### config.mk
export PLATFORM = sky130hd
export DESIGN_NAME = rep_addr_seq
export DESIGN_NICKNAME = d
export VERILOG_FILES = /design/src/rtl/rrag_pkg.sv /design/src/rtl/rep_addr_step.sv /design/src/rtl/rep_addr_seq.sv
export SDC_FILE = /design/constraint.sdc
export NUM_CORES = 1
export LEC_CHECK = 0
export ABC_AREA = 1
export BUFFER_PORTS_ARGS = -buffer_cell sky130_fd_sc_hd__buf_2
export CAP_MARGIN = 10
export CORE_MARGIN = 2
export CORE_UTILIZATION = 54
export CTS_CLUSTER_SIZE = 8
export DETAILED_ROUTE_END_ITERATION = 16
export PLACE_DENSITY = 0.91
export SKIP_LAST_GASP = 1
export SLEW_MARGIN = 20
export SYNTH_ARGS = -nofsm -noshare
export SYNTH_HDL_FRONTEND = slang
export SYNTH_SLANG_ARGS = --single-unit
### constraint.sdc
create_clock -name clk -period 3.93 [get_ports clk]
set_clock_uncertainty 0.2 [all_clocks]
set_input_delay 0.393 -clock clk [delete_from_list [all_inputs] [get_ports clk]]
set_output_delay 0.393 -clock clk [all_outputs]
set_load 0.05 [all_outputs]
### src/rtl/rrag_pkg.sv
// rrag_pkg: shared encodings for the RrAg-stage string-repeat address sequencer.
// Contents: opsize codes, repeat-termination codes, sequencer state encoding,
// and small helpers that decode the termination mode.
package rrag_pkg;

  // Element size per iteration; the address step is 1 << opsize bytes.
  localparam logic [1:0] OPSIZE_1B = 2'b00;
  localparam logic [1:0] OPSIZE_2B = 2'b01;
  localparam logic [1:0] OPSIZE_4B = 2'b10;
  localparam logic [1:0] OPSIZE_8B = 2'b11;

  // Repeat termination: count only, REPE (stop on ZF=0), REPNE (stop on ZF=1).
  // The reserved code behaves like count only.
  localparam logic [1:0] TERM_COUNT = 2'b00;
  localparam logic [1:0] TERM_REPE  = 2'b01;
  localparam logic [1:0] TERM_REPNE = 2'b10;
  localparam logic [1:0] TERM_RSVD  = 2'b11;

  typedef enum logic [1:0] {
    REPSEQ_IDLE    = 2'b00,
    REPSEQ_RUN     = 2'b01,
    REPSEQ_WAIT_ZF = 2'b10
  } repseq_state_e;

  // True when each iteration must wait for its ZF before the next one issues.
  function automatic logic term_uses_zf(input logic [1:0] term);
    logic uses;
    case (term)
      TERM_REPE:  uses = 1'b1;
      TERM_REPNE: uses = 1'b1;
      default:    uses = 1'b0;
    endcase
    return uses;
  endfunction

  // True when the returned ZF ends the repeat under the given mode.
  function automatic logic term_zf_stop(input logic [1:0] term, input logic zf);
    logic stop;
    case (term)
      TERM_REPE:  stop = ~zf;
      TERM_REPNE: stop = zf;
      default:    stop = 1'b0;
    endcase
    return stop;
  endfunction

endpackage

### src/rtl/rep_addr_step.sv
// rep_addr_step: next address of one string channel.
// Ports:
//   i_addr   current channel address
//   i_opsize element size code; step = 1 << i_opsize
//   i_dir    0 = add step, 1 = subtract step (2's-complement negate of the step)
//   i_en     channel steps when 1, otherwise passes i_addr through
//   o_addr   stepped address, wrapping modulo 2^ADDR_W
module rep_addr_step #(
  parameter int ADDR_W = 32
) (
  input  logic [ADDR_W-1:0] i_addr,
  input  logic [1:0]        i_opsize,
  input  logic              i_dir,
  input  logic              i_en,
  output logic [ADDR_W-1:0] o_addr
);

  logic [ADDR_W-1:0] w_step;
  logic [ADDR_W-1:0] w_delta;

  // Build the signed step and apply it; a decrement is an add of the negated step.
  always_comb begin
    w_step  = ADDR_W'(1'b1) << i_opsize;
    if (i_dir) begin
      w_delta = ~w_step + ADDR_W'(1'b1);
    end else begin
      w_delta = w_step;
    end
    if (i_en) begin
      o_addr = i_addr + w_delta;
    end else begin
      o_addr = i_addr;
    end
  end

endmodule

### src/rtl/rep_addr_seq.sv
// rep_addr_seq: sequences REP/REPE/REPNE string iterations for NUM_CH address
// channels in the RrAg stage. The first access is issued combinationally in the
// accept cycle; later accesses come from the address registers.
// Ports:
//   clk, clr            clock; asynchronous active-low reset
//   valid_in, is_rep    instruction present / carries a REP prefix
//   base_addr, ch_en    per-channel start address (ch0 in LSBs) and step enable
//   count_in, opsize    repeat count and element size
//   dir, term_mode      direction flag and termination mode
//   zf_valid, zf_in     ZF of the last issued iteration
//   ready_in, flush     downstream accept; synchronous abort
//   mem_addr, addr_valid  per-channel access address and its valid
//   rep_stall, done       hold upstream; one-cycle retire pulse
//   remaining             current repeat count
module rep_addr_seq
  import rrag_pkg::*;
#(
  parameter int ADDR_W = 32,
  parameter int NUM_CH = 2,
  parameter int CNT_W  = 32
) (
  input  logic                     clk,
  input  logic                     clr,
  input  logic                     valid_in,
  input  logic                     is_rep,
  input  logic [NUM_CH*ADDR_W-1:0] base_addr,
  input  logic [NUM_CH-1:0]        ch_en,
  input  logic [CNT_W-1:0]         count_in,
  input  logic [1:0]               opsize,
  input  logic                     dir,
  input  logic [1:0]               term_mode,
  input  logic                     zf_valid,
  input  logic                     zf_in,
  input  logic                     ready_in,
  input  logic                     flush,
  output logic [NUM_CH*ADDR_W-1:0] mem_addr,
  output logic                     addr_valid,
  output logic                     rep_stall,
  output logic                     done,
  output logic [CNT_W-1:0]         remaining
);

  localparam logic [CNT_W-1:0] CNT_ZERO = {CNT_W{1'b0}};
  localparam logic [CNT_W-1:0] CNT_ONE  = CNT_W'(1'b1);

  repseq_state_e             r_state, w_state_seq, w_state_nx;
  logic [CNT_W-1:0]          r_cnt, w_cnt_seq, w_cnt_nx, w_remaining;
  logic [NUM_CH*ADDR_W-1:0]  r_addr, w_src, w_stepped;
  logic [1:0]                r_opsize, r_term, w_opsize;
  logic                      r_dir, w_dir;
  logic [NUM_CH-1:0]         r_ch_en, w_ch_en;
  logic                      w_idle;
  logic                      w_addr_we_seq, w_cfg_we_seq, w_addr_we, w_cfg_we;
  logic                      w_addr_valid, w_rep_stall, w_done_seq;

  assign w_idle = (r_state == REPSEQ_IDLE);

  // IDLE works from the live instruction; RUN/WAIT_ZF use what was captured at accept.
  assign w_src    = w_idle ? base_addr : r_addr;
  assign w_opsize = w_idle ? opsize    : r_opsize;
  assign w_dir    = w_idle ? dir       : r_dir;
  assign w_ch_en  = w_idle ? ch_en     : r_ch_en;

  for (genvar g = 0; g < NUM_CH; g++) begin : g_ch
    rep_addr_step #(.ADDR_W(ADDR_W)) u_step (
      .i_addr   (w_src[g*ADDR_W +: ADDR_W]),
      .i_opsize (w_opsize),
      .i_dir    (w_dir),
      .i_en     (w_ch_en[g]),
      .o_addr   (w_stepped[g*ADDR_W +: ADDR_W])
    );
  end

  // Next-state and output decode of the repeat sequencer (flush applied afterwards).
  always_comb begin
    w_state_seq   = r_state;
    w_cnt_seq     = r_cnt;
    w_addr_we_seq = 1'b0;
    w_cfg_we_seq  = 1'b0;
    w_addr_valid  = 1'b0;
    w_rep_stall   = 1'b0;
    w_done_seq    = 1'b0;
    w_remaining   = CNT_ZERO;
    case (r_state)
      REPSEQ_IDLE: begin
        if (valid_in && !is_rep) begin
          w_addr_valid = 1'b1;
        end else if (valid_in && (count_in == CNT_ZERO)) begin
          // Zero-count REP retires without touching memory.
          w_done_seq = 1'b1;
        end else if (valid_in) begin
          w_addr_valid = 1'b1;
          w_remaining  = count_in;
          if (ready_in && (count_in == CNT_ONE)) begin
            w_done_seq = 1'b1;
          end else if (ready_in) begin
            w_rep_stall   = 1'b1;
            w_cnt_seq     = count_in - CNT_ONE;
            w_addr_we_seq = 1'b1;
            w_cfg_we_seq  = 1'b1;
            w_state_seq   = term_uses_zf(term_mode) ? REPSEQ_WAIT_ZF : REPSEQ_RUN;
          end else begin
            w_state_seq = REPSEQ_IDLE;
          end
        end else begin
          w_state_seq = REPSEQ_IDLE;
        end
      end
      REPSEQ_RUN: begin
        w_addr_valid = 1'b1;
        w_rep_stall  = 1'b1;
        w_remaining  = r_cnt;
        if (ready_in) begin
          w_cnt_seq     = r_cnt - CNT_ONE;
          w_addr_we_seq = 1'b1;
          if (r_cnt == CNT_ONE) begin
            w_rep_stall = 1'b0;
            w_done_seq  = 1'b1;
            w_state_seq = REPSEQ_IDLE;
          end else if (term_uses_zf(r_term)) begin
            w_state_seq = REPSEQ_WAIT_ZF;
          end else begin
            w_state_seq = REPSEQ_RUN;
          end
        end else begin
          w_state_seq = REPSEQ_RUN;
        end
      end
      REPSEQ_WAIT_ZF: begin
        w_rep_stall = 1'b1;
        w_remaining = r_cnt;
        if (zf_valid && term_zf_stop(r_term, zf_in)) begin
          w_rep_stall = 1'b0;
          w_done_seq  = 1'b1;
          w_state_seq = REPSEQ_IDLE;
        end else if (zf_valid) begin
          w_state_seq = REPSEQ_RUN;
        end else begin
          w_state_seq = REPSEQ_WAIT_ZF;
        end
      end
      default: begin
        w_state_seq = REPSEQ_IDLE;
      end
    endcase
  end

  // Flush only redirects the next state and suppresses retirement; visible outputs stand.
  assign w_state_nx = flush ? REPSEQ_IDLE : w_state_seq;
  assign w_cnt_nx   = flush ? CNT_ZERO : w_cnt_seq;
  assign w_addr_we  = w_addr_we_seq & ~flush;
  assign w_cfg_we   = w_cfg_we_seq & ~flush;

  assign mem_addr   = w_addr_valid ? w_src : {(NUM_CH*ADDR_W){1'b0}};
  assign addr_valid = w_addr_valid;
  assign rep_stall  = w_rep_stall;
  assign done       = w_done_seq & ~flush;
  assign remaining  = w_remaining;

  // Sequencer state register.
  always_ff @(posedge clk or negedge clr) begin
    if (!clr) begin
      r_state <= REPSEQ_IDLE;
    end else begin
      r_state <= w_state_nx;
    end
  end

  // Count, channel addresses and the instruction attributes captured at accept.
  always_ff @(posedge clk or negedge clr) begin
    if (!clr) begin
      r_cnt    <= CNT_ZERO;
      r_addr   <= {(NUM_CH*ADDR_W){1'b0}};
      r_opsize <= 2'b00;
      r_term   <= 2'b00;
      r_dir    <= 1'b0;
      r_ch_en  <= {NUM_CH{1'b0}};
    end else begin
      r_cnt <= w_cnt_nx;
      if (w_addr_we) begin
        r_addr <= w_stepped;
      end
      if (w_cfg_we) begin
        r_opsize <= opsize;
        r_term   <= term_mode;
        r_dir    <= dir;
        r_ch_en  <= ch_en;
      end
    end
  end

endmodule

* Yosys cells after proc, flatten, opt, wreduce, memory -nomap -nowiden *
Index checks and enable logic that the tools add are counted.

storage, ports and cells
  word-level logic and storage cells = 116
  input bits = 111
  flip-flop bits (word level) = 105
  output and inout port bits = 99

operators by class
  shift operators = 1
  equal/unequal tests = 15
  mux-type cells = 69
  reductions and logical operators = 13
  bitwise operators = 6
  $add $sub $neg = 5

operator list
  kind                     number
  $mux W32                 13
  $mux W64                 2
  $pmux W32 S2             2
  $add A32 B32 Y32         2
  $eq A32 B1 Y1 const B    2
  $sub A32 B1 Y32 const B  2
  $add A32 B1 Y32 const B  1
  $logic_not A32 Y1        1
  $mux W1                  32
  $not A32 Y32             1
  $shl A1 B2 Y32 const A   1
  $mux W2                  14
  $ne A3 B3 Y1 const B     6
  $reduce_and A7 Y1        1
  $eq A2 B1 Y1 const B     3
  $eq A2 B2 Y1 const B     3
  $pmux W1 S2              3
  $pmux W1 S3              2
  $pmux W2 S3              1
  $reduce_or A2 Y1         3
  $logic_and A1 B1 Y1      4
  $ne A4 B4 Y1 const B     1
  $and A1 B1 Y1            3
  $reduce_and A3 Y1        1
  other kinds (4)          5

* Longest topological paths before layout *
Gate-level depths: netlist of run 1.

  depth in word-level cells = 17
  mapped depth = 24
  mapped depth without buffers = 22

* Hierarchy *
From an unflattened synthesis of run 1, not the netlist that was laid out.

unflattened totals
  cells, all modules = 2532
  area, all modules = 14346.3 µm²

by module, submodules not included
  module         area each (µm²)  sequential area each (µm²)  cells an instance  instances
  rep_addr_seq   8653.3           2627.5                      1354               1
  rep_addr_step  2846.5           0.0                         589                2

* Worst setup path before layout of run 1 *
OpenSTA, ideal clock, no wires.

  path type = reg-to-reg
  start point = reg r_state[0]
  end point = reg r_addr[60]
  setup slack = -0.095 ns
  clock period less this slack = 4.025 ns
  required time = 3.613 ns
  arrival time = 3.707 ns
  stages on the path, launching flop included = 21
  cells stage by stage = dfrtp_1 inv_1 ha_1 buf_2 nand2_1 o21a_1 inv_1 o21ai_0 fa_1 inv_1 nand3_1 nand3_1 nand2_1 nand2_1 nand2_1 nand2_1 nand2_1 nand3_1 nand3_1 nand3_1 nand2_1

between the ends
  longest elaborated chain between the ends = 8
  elaborated cells on any way between the ends = 14
  classes of those cells = add/sub (2); eq/ne (1); shift (1); mux (7); bitwise (2); reduce/logical (1)

RTL lines
  element                   RTL line                                RTL
  start: declaration        rep_addr_seq.sv:46                      repseq_state_e r_state, w_state_seq, w_state_nx;
  start signal: assignment  rep_addr_seq.sv:165                     r_state <= w_state_nx;
  $logic_not A2 Y1          rep_addr_seq.sv:56, rep_addr_seq.sv:84
  $mux W2                   rep_addr_seq.sv:60                      assign w_opsize = w_idle ? opsize : r_opsize;
  $shl A1 B2 Y32            rep_addr_step.sv:23                     w_step = ADDR_W'(1'b1) << i_opsize;
  $not A32 Y32              rep_addr_step.sv:25                     w_delta = ~w_step + ADDR_W'(1'b1);
  $add A32 B1 Y32           rep_addr_step.sv:25
  $mux W32                  rep_addr_step.sv:24                     if (i_dir) begin
  $add A32 B32 Y32          rep_addr_step.sv:30                     o_addr = i_addr + w_delta;
  $mux W32                  rep_addr_step.sv:29                     if (i_en) begin
  end signal: assignment    rep_addr_seq.sv:173                     r_addr <= {(NUM_CH*ADDR_W){1'b0}};
  end signal: assignment    rep_addr_seq.sv:181                     r_addr <= w_stepped;
  end: declaration          rep_addr_seq.sv:48                      logic [NUM_CH*ADDR_W-1:0] r_addr, w_src, w_stepped;

Several ways; a longest one is shown, not always the timed one.
A chain may end at the register's enable or synchronous reset.

* Final worst setup path of run 1 *
  start point = reg r_state[0]
  end point = reg r_addr[44]

The elaborated chain is that of the path after synthesis.

==> results of run 1 <==
sequential cells by signal, summed over array words and instances, names as in the netlist:
register  count
r_ch_en       2
r_addr       64
r_term        2
r_state       2
r_dir         1
r_opsize      2
r_cnt        32
per-stage QoR:
step	area (µm²)	hold WS, ns	power, mW	TNS, ns	cells
floorplan	13300	-0.103	5.87	0	2430
global placement	14600	0.251	7.13	0	2907
detailed placement	14600	0.261	7.25	0	2907
CTS	14900	0.104	8.22	0	2924
global route	14900	0.123	9.06	-0.00410	2926
finish	14900	0.107	8.34	0	2928
logic make-up after synthesis:
logic type / count (synthesis) / share of synthesized area
and+or+nand+nor: 1442 / 0.441
AOI/OAI and AO/OA: 338 / 0.135
xor gates and xnor gates: 39 / 0.0257
DFF: 105 / 0.198
muxes: 2 / 0.00160
buffers and inverters: 429 / 0.127
adders and majority gates: 75 / 0.0718
routing by layer:
layer | GRT usage | routed length, µm | up-vias
li1 | - | - | 7932
met1 | 0.428 | 17800 | 7372
met2 | 0.583 | 20800 | 874
met3 | 0.0444 | 4010 | 185
met4 | 0.190 | 2650 | 0
met5 | 0 | 0 | -
area by class of cell:
type | count | area, µm²
Fill cell | 2320 | 9320
Multi-Input combinational cell | 1896 | 9000
Sequential cell | 105 | 2630
Inverter | 355 | 1340
Timing Repair Buffer | 230 | 1260
Tap cell | 324 | 405
Clock buffer | 10 | 239
Clock inverter | 6 | 53.8
Antenna cell | 2 | 5.00
timing repair:
action / in CTS / in global routing
resized for setup: 0 / 3
hold endpoints to repair: 60 / 0
endpoints found under the setup margin: 0 / 31
hold buffers: 1 / 0
setup buffers: 0 / 2
worst reg2reg max path, stage by stage (launching register included):
cell	delay, ns
dfrtp_1	0.43
inv_1	0.15
ha_4	0.25
o21ai_0	0.21
nor2_1	0.20
ha_1	0.25
inv_1	0.08
fa_1	0.45
inv_1	0.15
nand3_1	0.09
nand3_1	0.17
nand2_1	0.11
nand2_1	0.19
nand2_1	0.11
nand2_1	0.16
nand2_1	0.08
nand3_1	0.07
o21ai_0	0.09
nand2_1	0.09
o21ai_0	0.08
path summary, 6_finish.rpt:
check                      slack (ns)  cells past startpoint     endpoint
setup / recovery                 0.22                     19   r_addr[44]
hold / removal                   0.11                      3  r_opsize[1]
setup reg to reg                 0.22                     19   r_addr[44]
hold reg to reg                  0.28                      2   r_addr[25]
max in group asynchronous        2.32                      3   r_addr[48]
min in group asynchronous        0.46                      2   r_addr[16]
cells in the final DEF, fill, tap and decap left out, types with 2 or more instances in the layout:
master | Yosys | layout
fa_1 | 2 | 2
or2_2 | 24 | 24
nor2_1 | 320 | 320
buf_12 | 0 | 3
nor2_2 | 3 | 3
dfrtp_1 | 105 | 105
o21a_1 | 3 | 2
a21o_1 | 5 | 5
o21ai_2 | 0 | 3
a31oi_1 | 3 | 3
a221oi_1 | 3 | 3
nand2_1 | 868 | 868
xnor2_1 | 14 | 14
nand3_1 | 168 | 168
clkinvlp_4 | 0 | 3
ha_1 | 73 | 72
buf_4 | 7 | 16
diode_2 | 0 | 2
and2_1 | 3 | 3
nand3b_1 | 15 | 15
o22ai_1 | 2 | 2
o211ai_1 | 3 | 3
nor3_1 | 14 | 14
o21ai_0 | 184 | 182
o21bai_1 | 12 | 12
xor2_1 | 25 | 25
buf_2 | 15 | 208
nand2_2 | 2 | 2
nand4_1 | 18 | 18
clkbuf_16 | 0 | 9
a21oi_1 | 112 | 112
inv_2 | 2 | 2
o21ai_1 | 6 | 5
inv_1 | 353 | 352
nor4_1 | 3 | 3
Yosys cell counts (4+ instances only):
| cell | count |
|---|---|
| a21o_1 | 5 |
| a21oi_1 | 112 |
| buf_2 | 15 |
| buf_4 | 7 |
| buf_6 | 4 |
| clkbuf_1 | 45 |
| dfrtp_1 | 105 |
| ha_1 | 73 |
| inv_1 | 353 |
| nand2_1 | 868 |
| nand3_1 | 168 |
| nand3b_1 | 15 |
| nand4_1 | 18 |
| nor2_1 | 320 |
| nor3_1 | 14 |
| o21ai_0 | 184 |
| o21ai_1 | 6 |
| o21bai_1 | 12 |
| or2_2 | 24 |
| xnor2_1 | 14 |
| xor2_1 | 25 |
report_power, final:
group          switching (mW)  total (mW)  internal, mW
Combinational            3.95        5.67          1.72
Sequential              0.259        1.73          1.48
Clock                   0.479       0.936         0.457
Total                    4.69        8.34          3.65
==> impl_results.md, run 1 <==
* FF-to-FF Start: r_state[0]
* Cell taking the most area after synthesis: nand2_1
* Library cells used by synthesis at 44
* Mapped Nets at roughly 2600
* Vias in the first global route at 15200
* Avg Inst Size Synth at ~5.5 µm²
* PwrDens at approximately 560 nW/µm²
* Clk sinks at around 110
* Max Fclk at 269 MHz
* #FFs+latches synth at roughly 110
* Pre-CTS setup slack at 0.252 ns
* FFs w/ async S/R, synth at 1.00
* CP Max Fanout at 15
* Die X at ~160 µm
* Status: finished clean
* Crit. End Element: flop
* Layout cell share with drive strength beyond 1 at 0.111
* Hold_sp: opsize[1]
* Total number of vias at between 15000 and 20000
* Slew Viols, Final at 0
* First-pass DRT Iterations at 6
* Lkg Pwr at ~8.5 nW
* Final WS setup at around 0.22 ns
* Share of the synthesized area in the top cell type at 0.245
* Register area share after synthesis at 0.198
* Crit path largest cell delay at 0.45 ns
* Post-route ant nets at 0
* Hpwl dp at between 30 and 40 mm
* Total GRT Usage at 0.346
* Yosys warning count at 0
* Synth Cell Area at around 13000 µm²
* Rows at 57
* Vias per cell at ~5.6
* Critical Path AT at approximately 3.8 ns
* Mapped Cells at roughly 2400
* Top cell by count, worst path: nand2_1
* # DRC at 0
* Clock Tree Buf Depth at 2
* Crit share post-route at 0.944
* Starting Density at 0.548
* Ports at between 200 and 250
* Top FF cell, synth: dfrtp_1
* Crit-path cells: inv_1 > ha_4 > o21ai_0 > nor2_1 > ha_1 > inv_1 > fa_1 > inv_1 > nand3_1 > nand3_1 > nand2_1 > nand2_1 > nand2_1 > nand2_1 > nand2_1 > nand3_1 > o21ai_0 > nand2_1 > o21ai_0
* # setup viols final at 0
* Skew-Pair Late Insertion Delay at 0.37 ns
* CTS tree: yes
* GP Congestion at 1.03
* Post-synth EDFFs at 0
* DIE AREA at approximately 26000 µm²
* Total wire length at approximately 45 mm
* CTS H-tree lvls at 3
* Drt initial violations at 1721
* Synth top area cells: nand2_1 (25%), dfrtp_1 (20%), inv_1 (10%), nor2_1 (9.0%), o21ai_0 (6.9%)
* Core ar. at between 20000 and 25000 µm²
* Clock edge transition at the registers on the reported setup and hold paths at 0.08 ns
* Chip height at 161 µm
* IO buf count at 209
* Layout area overhead at 12.4%
* Routed len/inst at 15.5 µm
* Worst Path Required at just under 4 ns
* Post-route core utilization at 0.616
* Startpoint Class: flop
* Pin count of the biggest net entering global routing at between 80 and 90
* First-pass GRT wire length at approximately 73 mm
* Top delay family on crit path: simple AND/OR/NAND/NOR gates
* Worst path bufs/invs at 3
* Nets at between 2000 and 3000
* Num CTS Buffers at 9
* Critical path type: reg2reg
* Worst vdd ir at about 0.00024 V
* Max-Cap Viols at 0
* Hold Crit Class: in2reg
* Grt total ovfl at 0
* Initial antenna violation count at 1
* Worst slew margin at 0.346
* Endpoints failing hold at 0
* Slowest cell on crit path: fa_1
* Clk root buf: clkbuf_16
* Crit. Startpoint: r_state[0]
* Worst slew pin tran at a little under 1 ns
* Tmin final at between 3 and 4 ns
Note: power is estimated with default switching activity, not from simulation.
==> run 2, diff against run 1 <==
- CORE_UTILIZATION: 54 -> 59
- PLACE_DENSITY: 0.91 -> 0.94
- SLEW_MARGIN: 20 -> 0
- clock period: 3.93 -> 4 ns (I/O delays scaled with it)
==> run 2 against run 1 <==
Effect of this change: the run now ends with hold timing left; die area decreased by 8.3%; hold slack got worse by 0.17 ns; flip-flop and latch count unchanged; worst setup slack improved by 0.046 ns; total power decreased by 0.36%; wire length increased by 2.1%; final cell count decreased by 1.5%; non-clock buffer count unchanged; sequential power about the same; register-to-register slack improved by 0.05 ns; sequential share of layout area about the same.
==> impl_results.md, run 2 (same netlist as run 1, synthesis figures left out) <==
* Max Fclk at 268 MHz (-0.63%)
* Skew-Pair Late Insertion Delay at 0.37 ns (about the same)
* PwrDens at 557 nW/µm² (-0.31%)
* # setup viols final at 0 (unchanged)
* Clock edge transition at the registers on the reported setup and hold paths at 0.09 ns (about the same)
* Failing checks: hold timing
* GP Congestion at 0.998 (-2.7%)
* Critical Path AT at 3.78 ns (+0.02 ns)
* Slowest cell on crit path: dfrtp_1
* Worst vdd ir at 0.000360 V (+50%)
* Rows at 54 (-5.3%)
* Core ar. at 22000 µm² (-9.4%)
* Largest Register: r_addr
* Drt initial violations at 1838 (+6.8%)
* Most frequent cells in the layout: nand2_1 (868), inv_1 (352), nor2_1 (320)
* Startpoint Class: flop
* Post-route ant nets at 0 (unchanged)
* Worst slew margin at 0.292 (-0.0542)
* Worst Path Required at 4.04 ns (+0.07 ns)
* Routed len/inst at 16.0 µm (+3.7%)
* Status: complete, but fails checks
* IO buf count at 209 (unchanged)
* RR Endpoint: r_addr[45]
* Num CTS Buffers at 9 (unchanged)
* R2R depth at 20 (+1)
* Clk sinks at 105 (unchanged)
* First-pass DRT Iterations at 8 (+2)
* Fillers at 2088 (-10%)
* Vias per cell at 5.61 (+0.41%)
* Layout area overhead at 12.3% (about the same)
* R2R Setup Slk at 0.26 ns (+0.05 ns)
* Crit-path cells: inv_1 > ha_4 > buf_4 > inv_4 > or2_2 > o21ai_0 > inv_1 > ha_1 > nand2_1 > nand2_1 > and2_1 > nand2_1 > nand2_1 > nand2_1 > nand2_1 > nand2_1 > nand3_1 > o21ai_0 > nand2_1 > o21ai_0
* Pre-CTS setup slack at 0.262 ns (+0.00942 ns)
* CP Max Fanout at 22 (+7)
* Nets at 2783 (unchanged)
* Chip height at 154 µm (-4.2%)
* Lkg Pwr at 8.55 nW (+0.27%)
* CTS tree: yes
* Max-Cap Viols at 0 (unchanged)
* Endpoints failing hold at 17 (+17)
* Vias in the first global route at 15200 (-0.41%)
* Placed Instance Area at 14600 µm² (-0.27%)
* Critical path type: reg2reg
* First-pass GRT wire length at 73.9 mm (+0.72%)
* Final WS setup at 0.265 ns (+0.0464 ns)
* Clock Tree Buf Depth at 2 (unchanged)
* Hold bufs inserted after CTS at 0 (-1)
* Pin count of the biggest net entering global routing at 87 (unchanged)
* FF-to-FF Start: r_state[1]
* Total GRT Usage at 0.382 (+0.0363)
* Hpwl dp at 35.5 mm (+2.0%)
* Crit path largest cell delay at 0.41 ns (-0.04 ns)
* Tmin final at 3.74 ns (+0.0236 ns)
* DIE AREA at 23700 µm² (-8.3%)
* Crit share post-route at 0.934 (-0.0106)
* WHS at -0.0631 ns (-0.170 ns)
* Max reg flops at 64 (unchanged)
* Initial antenna violation count at 1 (unchanged)
* Layout cell share with drive strength beyond 1 at 0.112 (+0.00154)
* Top cell by count, worst path: nand2_1
* Total wire length at 46.2 mm (+2.1%)
* Total number of vias at 16200 (-1.1%)
* Fin area at 14900 µm² (about the same)
* Largest registers: r_addr (64), r_cnt (32)
* Worst slew pin tran at 1.06 ns (+0.0824 ns)
* Crit. End Element: flop
* Hold Crit Class: in2async
* Die X at 154 µm (-4.2%)
* Clk root buf: clkbuf_16
* Ports at 210 (unchanged)
* CTS H-tree lvls at 3 (unchanged)
* # DRC at 0 (unchanged)
* Commonest non-fill, non-tap cell in the layout: nand2_1
* Slew Viols, Final at 0 (unchanged)
* Grt total ovfl at 0 (unchanged)
* Starting Density at 0.605 (+0.0571)
run 2: cell types whose count changed in the layout (fill, tap and decap cells not counted), sizes merged:
cell / before / now
dlygate4sd3: 1 / 0
clkinvlp: 3 / 2
inv: 355 / 357
run 2: critical path, delay by kind of cell (launching register included):
| family | cells | cell delay [ns] |
|---|---|---|
| simple gates | 11 | 1.31 |
| compound gates | 3 | 0.37 |
| flops | 1 | 0.41 |
| buf+inv | 4 | 0.70 |
| fa+ha+maj | 2 | 0.58 |
run 2: stage by stage:
stage                util  TNS (ns)  hold slack, ns  std cells  power [mW]
floorplan               -         0         -0.0956       2430        5.77
global placement    0.663         0           0.259       2862        7.09
detailed placement  0.663         0           0.268       2862        7.19
CTS                 0.676         0          0.0192       2878        8.15
global route        0.679  -0.00755          0.0160       2882        9.00
finish              0.680         0         -0.0631       2884        8.31
run 2: area by class of cell:
| cell class | instances | area, µm² | area share |
|---|---|---|---|
| multi-input combinational | 1896 | 9020 | 0.604 |
| sequential | 105 | 2630 | 0.176 |
| inverter | 355 | 1340 | 0.0897 |
| timing repair buffer | 230 | 1290 | 0.0867 |
| tap | 280 | 350 | 0.0235 |
| clock buffer | 9 | 225 | 0.0151 |
| clock inverter | 7 | 62.6 | 0.00419 |
| antenna | 2 | 5.00 | 0.000335 |
run 2: where the power goes:
part           internal (mW)  switching, mW
Sequential              1.45          0.260
Clock                  0.438          0.511
Combinational           1.71           3.94
Total                   3.60           4.71
run 2: worst max path at each step:
stage,from,endpoint,slack [ns],cells after the start
floorplan,r_state[0],r_addr[12],0.02,17
global placement,r_state[0],r_addr[60],0.42,20
detailed placement,r_state[1],r_addr[44],0.26,20
CTS,r_state[1],r_addr[44],0.24,20
global route,r_state[0],r_addr[52],-0.008,20
finish,r_state[1],r_addr[45],0.26,20
run 2: repair_timing:
action | in CTS | in global routing
gates resized for setup | 0 | 9
setup endpoints to repair | 0 | 17
hold endpoints to repair | 0 | 0
buffers inserted | 0 | 3
run 2: per-layer routing:
metal	wire length, µm	track usage	vias to the layer above
li1	-	-	7936
met1	19000	0.487	7342
met2	21200	0.647	767
met3	3840	0.0428	138
met4	2180	0.180	0
met5	0	0	-
